## config.mk

```make
export PLATFORM = sky130hd
export DESIGN_NAME = imem_loader
export DESIGN_NICKNAME = d
export VERILOG_FILES = /design/src/rtl/imem_loader_defs.sv /design/src/rtl/imem_loader.sv
export SDC_FILE = /design/constraint.sdc
export NUM_CORES = 1
export LEC_CHECK = 0
export ABC_CLOCK_PERIOD_IN_PS = 2450
export BUFFER_PORTS_ARGS = -buffer_cell sky130_fd_sc_hd__buf_2
export CAP_MARGIN = 40
export CORE_ASPECT_RATIO = 1.5
export CORE_UTILIZATION = 35
export CTS_CLUSTER_SIZE = 28
export DETAILED_ROUTE_END_ITERATION = 8
export PLACE_DENSITY = 0.64
export SYNTH_ARGS = -nofsm -noshare
export SYNTH_HDL_FRONTEND = slang
export SYNTH_SLANG_ARGS = --single-unit
```

## constraint.sdc

```tcl
create_clock -name clk -period 2.45 [get_ports clk]
set_input_delay 0.1225 -clock clk [delete_from_list [all_inputs] [get_ports clk]]
set_output_delay 0.1225 -clock clk [all_outputs]
set_load 0.01 [all_outputs]
```

## src/rtl/imem_loader_defs.sv

```systemverilog
// imem_loader_defs: shared definitions for the instruction-memory boot loader.
// Holds the FSM state encoding, frame layout constants and default geometry.
// The testbench imports the same package.
package imem_loader_defs;

   localparam int DEF_ADDR_W     = 10;  // 1024-word instruction memory
   localparam int DEF_DATA_W     = 16;  // one instruction = two bytes
   localparam int HDR_BYTES      = 2;   // LEN_HI, LEN_LO
   localparam int BYTES_PER_WORD = 2;   // HI, LO

   typedef enum logic [2:0] {
      S_IDLE    = 3'd0,
      S_LEN_HI  = 3'd1,
      S_LEN_LO  = 3'd2,
      S_DATA_HI = 3'd3,
      S_DATA_LO = 3'd4,
      S_CHECK   = 3'd5,
      S_DONE    = 3'd6,
      S_ERR     = 3'd7
   } state_e;

endpackage

```

## src/rtl/imem_loader.sv

```systemverilog
// imem_loader: boot-time writer for the processor instruction memory.
// Receives a framed byte stream (LEN_HI, LEN_LO, N x {HI, LO}, CHK) over a
// valid/ready handshake, writes the assembled words to addresses 0..N-1 and
// keeps the core in reset until a load finishes with a matching XOR checksum.
//
// Ports:
//   clk, reset_n          clock, asynchronous active-low reset
//   start                 pulse; begins a load from IDLE, DONE or ERR
//   in_valid/in_data      byte stream input; in_ready = loader accepts a byte
//   mem_we/addr/wdata     registered instruction-memory write port
//   core_hold             1 = processor held in reset (low only in DONE)
//   busy                  load in progress
//   done / error          level status of the last load
//   words_loaded          words written in the current/last load
module imem_loader
   import imem_loader_defs::*;
#(
   parameter int ADDR_W = DEF_ADDR_W,
   parameter int DATA_W = DEF_DATA_W
) (
   input  logic              clk,
   input  logic              reset_n,
   input  logic              start,
   input  logic              in_valid,
   input  logic [7:0]        in_data,
   output logic              in_ready,
   output logic              mem_we,
   output logic [ADDR_W-1:0] mem_addr,
   output logic [DATA_W-1:0] mem_wdata,
   output logic              core_hold,
   output logic              busy,
   output logic              done,
   output logic              error,
   output logic [ADDR_W:0]   words_loaded
);

   localparam logic [16:0] MAX_LEN = 17'(2**ADDR_W);

   state_e              state_q, state_d;
   logic [7:0]          len_hi_q, len_hi_d;
   logic [ADDR_W:0]     len_q, len_d;
   logic [7:0]          hi_q, hi_d;
   logic [7:0]          acc_q, acc_d;
   logic [ADDR_W:0]     words_q, words_d;
   logic                mem_we_q, mem_we_d;
   logic [ADDR_W-1:0]   mem_addr_q, mem_addr_d;
   logic [DATA_W-1:0]   mem_wdata_q, mem_wdata_d;

   logic                accept;
   logic [15:0]         len_word;
   logic [ADDR_W:0]     words_inc;

   assign busy      = state_q inside {S_LEN_HI, S_LEN_LO, S_DATA_HI, S_DATA_LO, S_CHECK};
   assign in_ready  = busy;
   assign accept    = in_valid && busy;
   assign done      = (state_q == S_DONE);
   assign error     = (state_q == S_ERR);
   assign core_hold = (state_q != S_DONE);

   assign mem_we       = mem_we_q;
   assign mem_addr     = mem_addr_q;
   assign mem_wdata    = mem_wdata_q;
   assign words_loaded = words_q;

   always_comb begin
      state_d     = state_q;
      len_hi_d    = len_hi_q;
      len_d       = len_q;
      hi_d        = hi_q;
      acc_d       = acc_q;
      words_d     = words_q;
      mem_we_d    = 1'b0;
      mem_addr_d  = mem_addr_q;
      mem_wdata_d = mem_wdata_q;
      len_word    = {len_hi_q, in_data};
      words_inc   = words_q + 1'b1;

      case (state_q)
         S_IDLE, S_DONE, S_ERR: begin
            if (start) begin
               state_d = S_LEN_HI;
               words_d = '0;
               acc_d   = '0;
            end
         end
         S_LEN_HI: begin
            if (accept) begin
               len_hi_d = in_data;
               state_d  = S_LEN_LO;
            end
         end
         S_LEN_LO: begin
            if (accept) begin
               if (len_word == 16'd0 || {1'b0, len_word} > MAX_LEN) begin
                  state_d = S_ERR;
               end else begin
                  len_d   = len_word[ADDR_W:0];
                  state_d = S_DATA_HI;
               end
            end
         end
         S_DATA_HI: begin
            if (accept) begin
               hi_d    = in_data;
               acc_d   = acc_q ^ in_data;
               state_d = S_DATA_LO;
            end
         end
         S_DATA_LO: begin
            if (accept) begin
               // The write address always equals the count of words already
               // written, so words_q doubles as the address counter; it is
               // below N <= 2^ADDR_W here, so the low bits never wrap.
               mem_we_d    = 1'b1;
               mem_addr_d  = words_q[ADDR_W-1:0];
               mem_wdata_d = DATA_W'({hi_q, in_data});
               acc_d       = acc_q ^ in_data;
               words_d     = words_inc;
               state_d     = (words_inc == len_q) ? S_CHECK : S_DATA_HI;
            end
         end
         S_CHECK: begin
            if (accept) begin
               state_d = (in_data == acc_q) ? S_DONE : S_ERR;
            end
         end
         default: state_d = S_IDLE;
      endcase
   end

   always_ff @(posedge clk or negedge reset_n) begin
      if (!reset_n) begin
         state_q     <= S_IDLE;
         len_hi_q    <= '0;
         len_q       <= '0;
         hi_q        <= '0;
         acc_q       <= '0;
         words_q     <= '0;
         mem_we_q    <= 1'b0;
         mem_addr_q  <= '0;
         mem_wdata_q <= '0;
      end else begin
         state_q     <= state_d;
         len_hi_q    <= len_hi_d;
         len_q       <= len_d;
         hi_q        <= hi_d;
         acc_q       <= acc_d;
         words_q     <= words_d;
         mem_we_q    <= mem_we_d;
         mem_addr_q  <= mem_addr_d;
         mem_wdata_q <= mem_wdata_d;
      end
   end

endmodule

```

== After elaboration in Yosys (flattened, before gate mapping) ==
Index checks and enable logic that the tools add are counted.
Operators by class
  add/subtract/negate cells: 1
  $lt $le $gt $ge: 1
  equality and inequality tests: 17
  reduce and logical (&&, ||, !) cells: 16
  muxes and demuxes: 18
  bitwise gates (word level): 2
Operators with widths (count)
  two-way mux 3 bit: 8
  two-way mux 11 bit: 2
  case mux 11 bit (2 select lines): 1
  case mux 3 bit (6 select lines): 1
  greater-than comparator 16 x 11 -> 1 bit (second input constant): 1
  zero test 16 bit: 1
  two-way mux 8 bit: 2
  case mux 8 bit (2 select lines): 1
  equality test 3 bit (second input constant): 4
  != test 2 bit (second input constant): 6
  adder 11 x 1 -> 11 bit (second input constant): 1
  equality test 11 bit: 1
  AND reduction 3 bit: 3
  equality test 8 bit: 1
  bitwise XOR 8 bit: 1
  equality test 3 x 2 -> 1 bit (second input constant): 2
  AND reduction 2 bit: 3
  AND reduction 6 bit: 1
  nonzero test 5 bit: 1
  nonzero test 2 bit: 2
  equality test 3 x 1 -> 1 bit (second input constant): 1
  zero test 3 bit: 1
  two-way mux 1 bit: 3
  != test 3 bit (second input constant): 1
  other kinds (6): 6
Word-level totals
  register bits: 76
  output and inout bits: 43

== Logic depth before layout (Yosys ltp) ==
Gate-level depths: netlist of run 1.
  depth in word-level cells: 5
  gate-level depth with buffers: 7
  mapped depth without buffers: 6

== Worst setup path before layout of run 1 ==
No wires, ideal clock.
  kind: register to register
  start point: reg words_q[0], in the netlist words_loaded[0]
  end point: reg state_q[1]
  data arrival time: 1.921 ns
  required time: 2.331 ns
  library setup time: 0.119 ns
  path buffers: 0
  path slack: 0.410 ns
  cell stages (with the launch flop): 6
  cell sequence: dfrtp_1 -> ha_1 -> nand3_1 -> or3_1 -> a2111o_1 -> o21a_1
Between the ends
  word-level cells in the longest chain between the ends: 5
RTL lines
  start, declared: RTL line imem_loader.sv:44  | logic [ADDR_W:0] words_q, words_d;
  start signal, assigned: RTL line imem_loader.sv:148  | words_q <= words_d;
  adder 11 x 1 -> 11 bit: RTL line imem_loader.sv:76  | words_inc = words_q + 1'b1;
  equality test 11 bit: RTL line imem_loader.sv:119  | state_d = (words_inc == len_q) ? S_CHECK : S_DATA_HI;
  two-way mux 3 bit: RTL line imem_loader.sv:119
  two-way mux 3 bit: RTL line imem_loader.sv:110  | if (accept) begin
  case mux 3 bit (6 select lines): RTL line imem_loader.sv:78  | case (state_q)
  end signal, assigned: RTL line imem_loader.sv:143  | state_q <= state_d;
  end, declared: RTL line imem_loader.sv:39  | state_e state_q, state_d;
Every way passes these cells. The select of a mux whose other input is x is not followed.
A chain may end at the register's enable or synchronous reset.

== Worst setup path after layout of run 1 ==
  start point: reg words_q[1], in the netlist words_loaded[1]
  end point: reg state_q[1]
Same word-level chain as after synthesis.

==> run_results.csv, run 1 <==
group,metric,value,unit
min_path,hp-start,"in_data[6]",
clock_network,cts.path.max_buffers,2,
synthesis,async_flop_share,100,%
synthesis,syn_nets,395,
pwr,p_switching,0.00169,W
clock_network,cts_buffers,9,
clock_network,clk_pin_slew,0.06,ns
final_layout,final_core_util,43.6,%
timing,rsz0062_at_grt,"false",
pwr,total_power,0.00514,W
die,die_h,128,um
timing,finalSetupViolCount,0,
clock_network,htree_levels,3,
final_layout,multiInputGateArea,0.00165,mm2
synthesis,synth_commonest_cells,"nand2_1 (92), dfrtp_1 (76), o21ai_0 (36)",
clock_network,clock_latency,0.33,ns
synthesis,yosys.area.top_type_share,51.1,%
pwr,p_int,0.00344,W
route,detail_route.wl_per_cell,15.2,um
critical_path,rrSetupSlack,0.31,ns
critical_path,setup.worst_path.start_class,"flop",
final_layout,fillers,1029,
final_layout,area_growth,20.2,%
timing,slew_headroom,59.4,%
final_layout,diodes,0,
critical_path,rr_worst_depth,5,
pwr,peakVddDrop,0.357,mV
pwr,seq_power_share,39.3,%
timing,period_share,87.3,%
final_layout,ff_latch_area,0.00190,mm2
clock_network,clock_sinks,76,
placement,routabilityCongestion,0.835,
critical_path,worstSetupPathType,"reg -> reg",
flow_run,cap_violations,0,
status,outcome,"completed",
clock_network,cts_resized,0,
final_layout,layout-drive-gt1-share,25.1,%
global_route,grt_antenna_before_repair,0,
critical_path,r2r-start,"words_loaded[1]",
synthesis,yosys_warnings,0,
timing,fin_skew,0.00446,ns
route,drt-initial-drc-count,128,
global_route,grt_overflow_total,0,
timing,fmax,0.468,GHz
clock_network,root_buffer,"clkbuf_16",
die,start_util,36.3,%
route,via_per_inst,5.14,
die,row_count,45,
synthesis,avgSynthCellArea,9.73,um2
placement,dp_hpwl,6280,um
critical_path,worst_ep_arrival_time,2.36,ns
critical_path,cp-end-kind,"flop",
route,route.detailed.drc,0,
route,ant_nets,0,
min_path,hp-class,"in -> reg",
pwr,swShare,33.0,%
synthesis,synth_cell_types,53,
synthesis,ys_top_cells_by_area,"dfrtp_1 (51%), nand2_1 (9.3%), mux2_2 (7.3%), o21ai_0 (4.8%), xnor2_1 (2.4%)",
pwr,p_per_area,1150,mW/mm2
synthesis,ys_seq_area_share,51.1,%
placement,port_buffers,54,
synthesis,yosysTopAreaCell,"dfrtp_1",
timing,timing_hold_violations_final,0,
die,core,0.0102,mm2
timing,maxSlewViolCount,0,
pwr,p_clk_share,28.7,%
critical_path,rr_endpoint,"state_q[1]",
global_route,grt_pass1_vias,2958,
min_path,hold_path_end,"mem_wdata[6]",
die,num_io_pins,55,
global_route,grt_usage,17.4,%
synthesis,dominantRegCellSynth,"dfrtp_1",
synthesis,postSynthCellCount,382,
synthesis,yosys.cell_count.top_type,"nand2_1",
min_path,min_path_cells,3,
global_route,grt_pass1_wl,14600,um
route,first_pass_iters,4,
die,chipWidth,86.2,um
final_layout,final_nets,447,
global_route,grt_max_degree,42,
synthesis,syn_area,0.00372,mm2
pwr,power.leakage,2.16,nW
clock_network,cts_tree,"done",
critical_path,cp_max_fo,7,
pwr,p_comb_share,32.0,%
timing,min_period,2.14,ns
route,drt_wl_total,8790,um
synthesis,synth_seq_cells,76,
critical_path,required,2.67,ns
die,dieArea,0.0110,mm2
synthesis,synth_edf_count,0,
route,vias,2979,
timing,tns,0,ns
timing,worst_pin_slew,0.605,ns
[per-layer routing]
metal	wire length (um)	track usage, %
met5	0	0
met4	447	12.9
met3	253	2.96
met2	4560	29.7
met1	3530	19.0
[state kept, by name, summed over array words and instances, names as in the netlist]
name / flops
hi_q: 8
len_hi_q: 8
mem_we: 1
mem_wdata: 16
mem_addr: 10
len_q: 11
acc_q: 8
state_q: 3
words_loaded: 11
[placed cells by master (no fill, tap or decap), types with 3 or more instances in the layout]
cell type | netlist | routed
a21oi_1 | 6 | 6
and3_1 | 4 | 4
buf_2 | 4 | 53
buf_4 | 7 | 10
bufinv_16 | 0 | 3
clkbuf_16 | 0 | 9
dfrtp_1 | 76 | 76
inv_1 | 11 | 11
mux2_2 | 24 | 24
nand2_1 | 92 | 92
nand2b_1 | 11 | 11
nand3_1 | 5 | 5
nand4_1 | 6 | 6
nor2_1 | 15 | 15
nor3_1 | 4 | 4
nor3b_1 | 3 | 3
nor4_1 | 3 | 3
o21ai_0 | 36 | 36
o2bb2ai_1 | 8 | 8
xnor2_1 | 10 | 10
xor2_1 | 3 | 3
[how the worst max path moves through the flow]
stage	start	endpoint	slack, ns	cells past startpoint
6_report	words_loaded[1]	state_q[1]	0.31	5
5_1_grt	words_loaded[1]	state_q[1]	0.14	5
4_1_cts	words_loaded[1]	state_q[1]	0.32	5
3_5_place_dp	words_loaded[1]	state_q[1]	0.36	5
3_3_place_gp	words_loaded[1]	state_q[1]	0.41	5
2_1_floorplan	words_loaded[0]	state_q[1]	0.41	5
[area by class of cell]
type / instances / area share, %
clock inverter: 5 / 2.24
timing repair buffer: 65 / 8.29
inverter: 11 / 0.924
clock buffer: 11 / 5.21
tap: 141 / 3.95
multi-input combinational: 271 / 36.8
sequential: 76 / 42.6
[timing repair]
item | 4_1_cts | 5_1_grt
setup endpoints to repair | 0 | 0
hold buffers | 1 | 0
setup buffers | 0 | 0
endpoints found under the hold margin | 35 | 0
[cells by family after synthesis]
kind of cell               share of synthesized area (%)
DFF                                                 51.1
AOI/OAI and AO/OA                                   12.8
muxes                                               7.54
buffers and inverters                               4.61
adders and majority gates                          0.336
xor gates and xnor gates                            3.06
and+or+nand+nor                                     20.6
[per-stage QoR]
stage / setup slack [ns] / hold WS, ns / area (um2) / cells
floorplan: 0.410 / -0.173 / 3720 / 382
CTS: 0.319 / 0.102 / 4470 / 580
global placement: 0.415 / 0.322 / 4110 / 562
detailed placement: 0.355 / 0.111 / 4130 / 563
global route: 0.142 / 0.116 / 4470 / 580
finish: 0.311 / 0.104 / 4470 / 580
[power groups by stage]
stage | Clock [W] | Combinational (W) | Sequential (W)
finish | 0.00148 | 0.00164 | 0.00202
CTS | 0.00151 | 0.00166 | 0.00202
global route | 0.00156 | 0.00183 | 0.00209
floorplan | 0 | 0.00111 | 0.00201
global placement | 0 | 0.00159 | 0.00201
detailed placement | 0 | 0.00164 | 0.00204
[critical path, stage by stage, from the launching register on]
cell and delay [ns]:
dfrtp_1 0.44, ha_1 0.32, nand3_1 0.22, or3_1 0.41
a2111o_1 0.45, o21a_1 0.19
No activity file was read; power rests on OpenSTA's default activity.
==> inputs of run 2 (changes only) <==
--- a/config.mk
+++ b/config.mk
@@ -13,6 +13,8 @@
 export CTS_CLUSTER_SIZE = 28
 export DETAILED_ROUTE_END_ITERATION = 8
 export PLACE_DENSITY = 0.64
+export RECOVER_POWER = 50
+export SKIP_CTS_REPAIR_TIMING = 1
 export SYNTH_ARGS = -nofsm -noshare
 export SYNTH_HDL_FRONTEND = slang
 export SYNTH_SLANG_ARGS = --single-unit
==> run_results.csv, run 2 (synthesis gave the netlist of run 1 again) <==
group,metric,value,unit
flow_run,cap_violations,0,
critical_path,setup.worst_path.start_class,"flop",
final_layout,final_nets,447,
pwr,peakVddDrop,0.333,mV
route,route.detailed.drc,0,
timing,fin_skew,0.00427,ns
critical_path,worst_ep_arrival_time,2.35,ns
timing,min_period,2.13,ns
placement,port_buffers,54,
final_layout,largest_reg_flops,16,
final_layout,layout_common_cells,"nand2_1 (92), dfrtp_1 (76), o21ai_0 (36)",
global_route,grt_pass1_vias,2948,
placement,routabilityCongestion,0.835,
timing,fmax,0.469,GHz
critical_path,worstSetupPathType,"reg -> reg",
clock_network,cts.path.max_buffers,2,
route,via_per_inst,5.16,
timing,tns,0,ns
timing,finalSetupViolCount,0,
final_layout,layout-drive-gt1-share,20.3,%
final_layout,layout_commonest_cell,"nand2_1",
clock_network,clk_pin_slew,0.06,ns
clock_network,root_buffer,"clkbuf_16",
global_route,grt_pass1_wl,14600,um
clock_network,cts_buffers,9,
route,drt_wl_total,8820,um
pwr,p_clk_share,28.9,%
pwr,seq_power_share,39.6,%
die,dieArea,0.0110,mm2
timing,rsz0062_at_grt,"false",
critical_path,cp-end-kind,"flop",
pwr,total_power,0.00511,W
min_path,hp-class,"in -> reg",
timing,timing_hold_violations_final,0,
timing,slew_headroom,31.5,%
placement,dp_hpwl,6280,um
critical_path,required,2.67,ns
die,die_h,128,um
status,outcome,"completed",
critical_path,cpMaxStageDelayCell,"a2111o_1",
route,drt-initial-drc-count,138,
pwr,swShare,33.2,%
global_route,grt_overflow_total,0,
timing,period_share,87.0,%
critical_path,cp_max_fo,7,
clock_network,clock_latency,0.33,ns
die,chipWidth,86.2,um
pwr,p_int,0.00341,W
clock_network,clock_sinks,76,
final_layout,fillers,1045,
global_route,grt_antenna_before_repair,0,
critical_path,crit_path_cell_trace,"ha_1 > nand3_1 > or3_1 > a2111o_1 > o21a_1",
global_route,grt_usage,17.3,%
die,num_io_pins,55,
timing,hold_ws,0.103,ns
final_layout,area_growth,19.0,%
route,first_pass_iters,4,
route,ant_nets,0,
die,start_util,36.3,%
clock_network,cts_tree,"done",
global_route,grt_max_degree,42,
die,row_count,45,
timing,maxSlewViolCount,0,
clock_network,htree_levels,3,
die,core,0.0102,mm2
critical_path,critical_path.max_stage_delay,0.45,ns
pwr,power.leakage,2.07,nW
route,vias,2991,
timing,worst_pin_slew,1.03,ns
route,detail_route.wl_per_cell,15.2,um
pwr,p_switching,0.00170,W
final_layout,diodes,0,
pwr,p_per_area,1160,mW/mm2
pwr,p_comb_share,31.5,%
[run 2: changes by cell type in the layout (fill, tap and decap cells not counted), sizes merged]
cell	before	now
clkbuf	11	34
buf	64	41
[run 2: critical path, delay by kind of cell (launching register included)]
family / cells / cell delay [ns]
compound gates: 2 / 0.64
fa+ha+maj: 1 / 0.31
flops: 1 / 0.44
simple gates: 2 / 0.63
[run 2: area by class of cell]
class	instances	area, um2	share of cell area, %
timing repair buffer	65	327	7.38
clock inverter	5	100	2.26
tap	141	176	3.99
clock buffer	11	233	5.26
inverter	11	41.3	0.933
sequential	76	1900	43.0
multi-input combinational	271	1650	37.2
[run 2: worst paths after layout]
check                                  endpoint       startpoint  depth (start not counted)  slack [ns]
worst max-delay path                 state_q[1]  words_loaded[1]                          5        0.32
worst min-delay path               mem_wdata[6]       in_data[6]                          3        0.10
worst max register to register       state_q[1]  words_loaded[1]                          5        0.32
worst min register to register     mem_wdata[9]          hi_q[1]                          2        0.46
max in group asynchronous       words_loaded[7]          reset_n                          3        0.49
min in group asynchronous         mem_wdata[12]          reset_n                          2        0.44
[run 2: per-layer routing]
metal	track usage, %	up-vias	part of all wire, %
met5	0	-	0
li1	-	1429	-
met3	2.96	33	3.0
met4	12.9	0	5.1
met2	29.6	75	51
met1	19.0	1454	40
[run 2: power groups by stage]
stage	logic (W)	registers (W)	clock network, W
4_1_cts	0.00166	0.00202	0.00151
5_1_grt	0.00180	0.00209	0.00156
3_3_place_gp	0.00159	0.00201	0
6_report	0.00161	0.00203	0.00148
2_1_floorplan	0.00111	0.00201	0
3_5_place_dp	0.00164	0.00204	0
[run 2: per-stage QoR]
step	util (%)	instance area [um2]	cells	worst slack, ns
floorplan	-	3720	382	0.410
global placement	40.1	4110	562	0.415
detailed placement	40.3	4130	563	0.355
CTS	43.5	4460	579	0.319
global route	43.2	4420	580	0.121
finish	43.2	4420	580	0.319
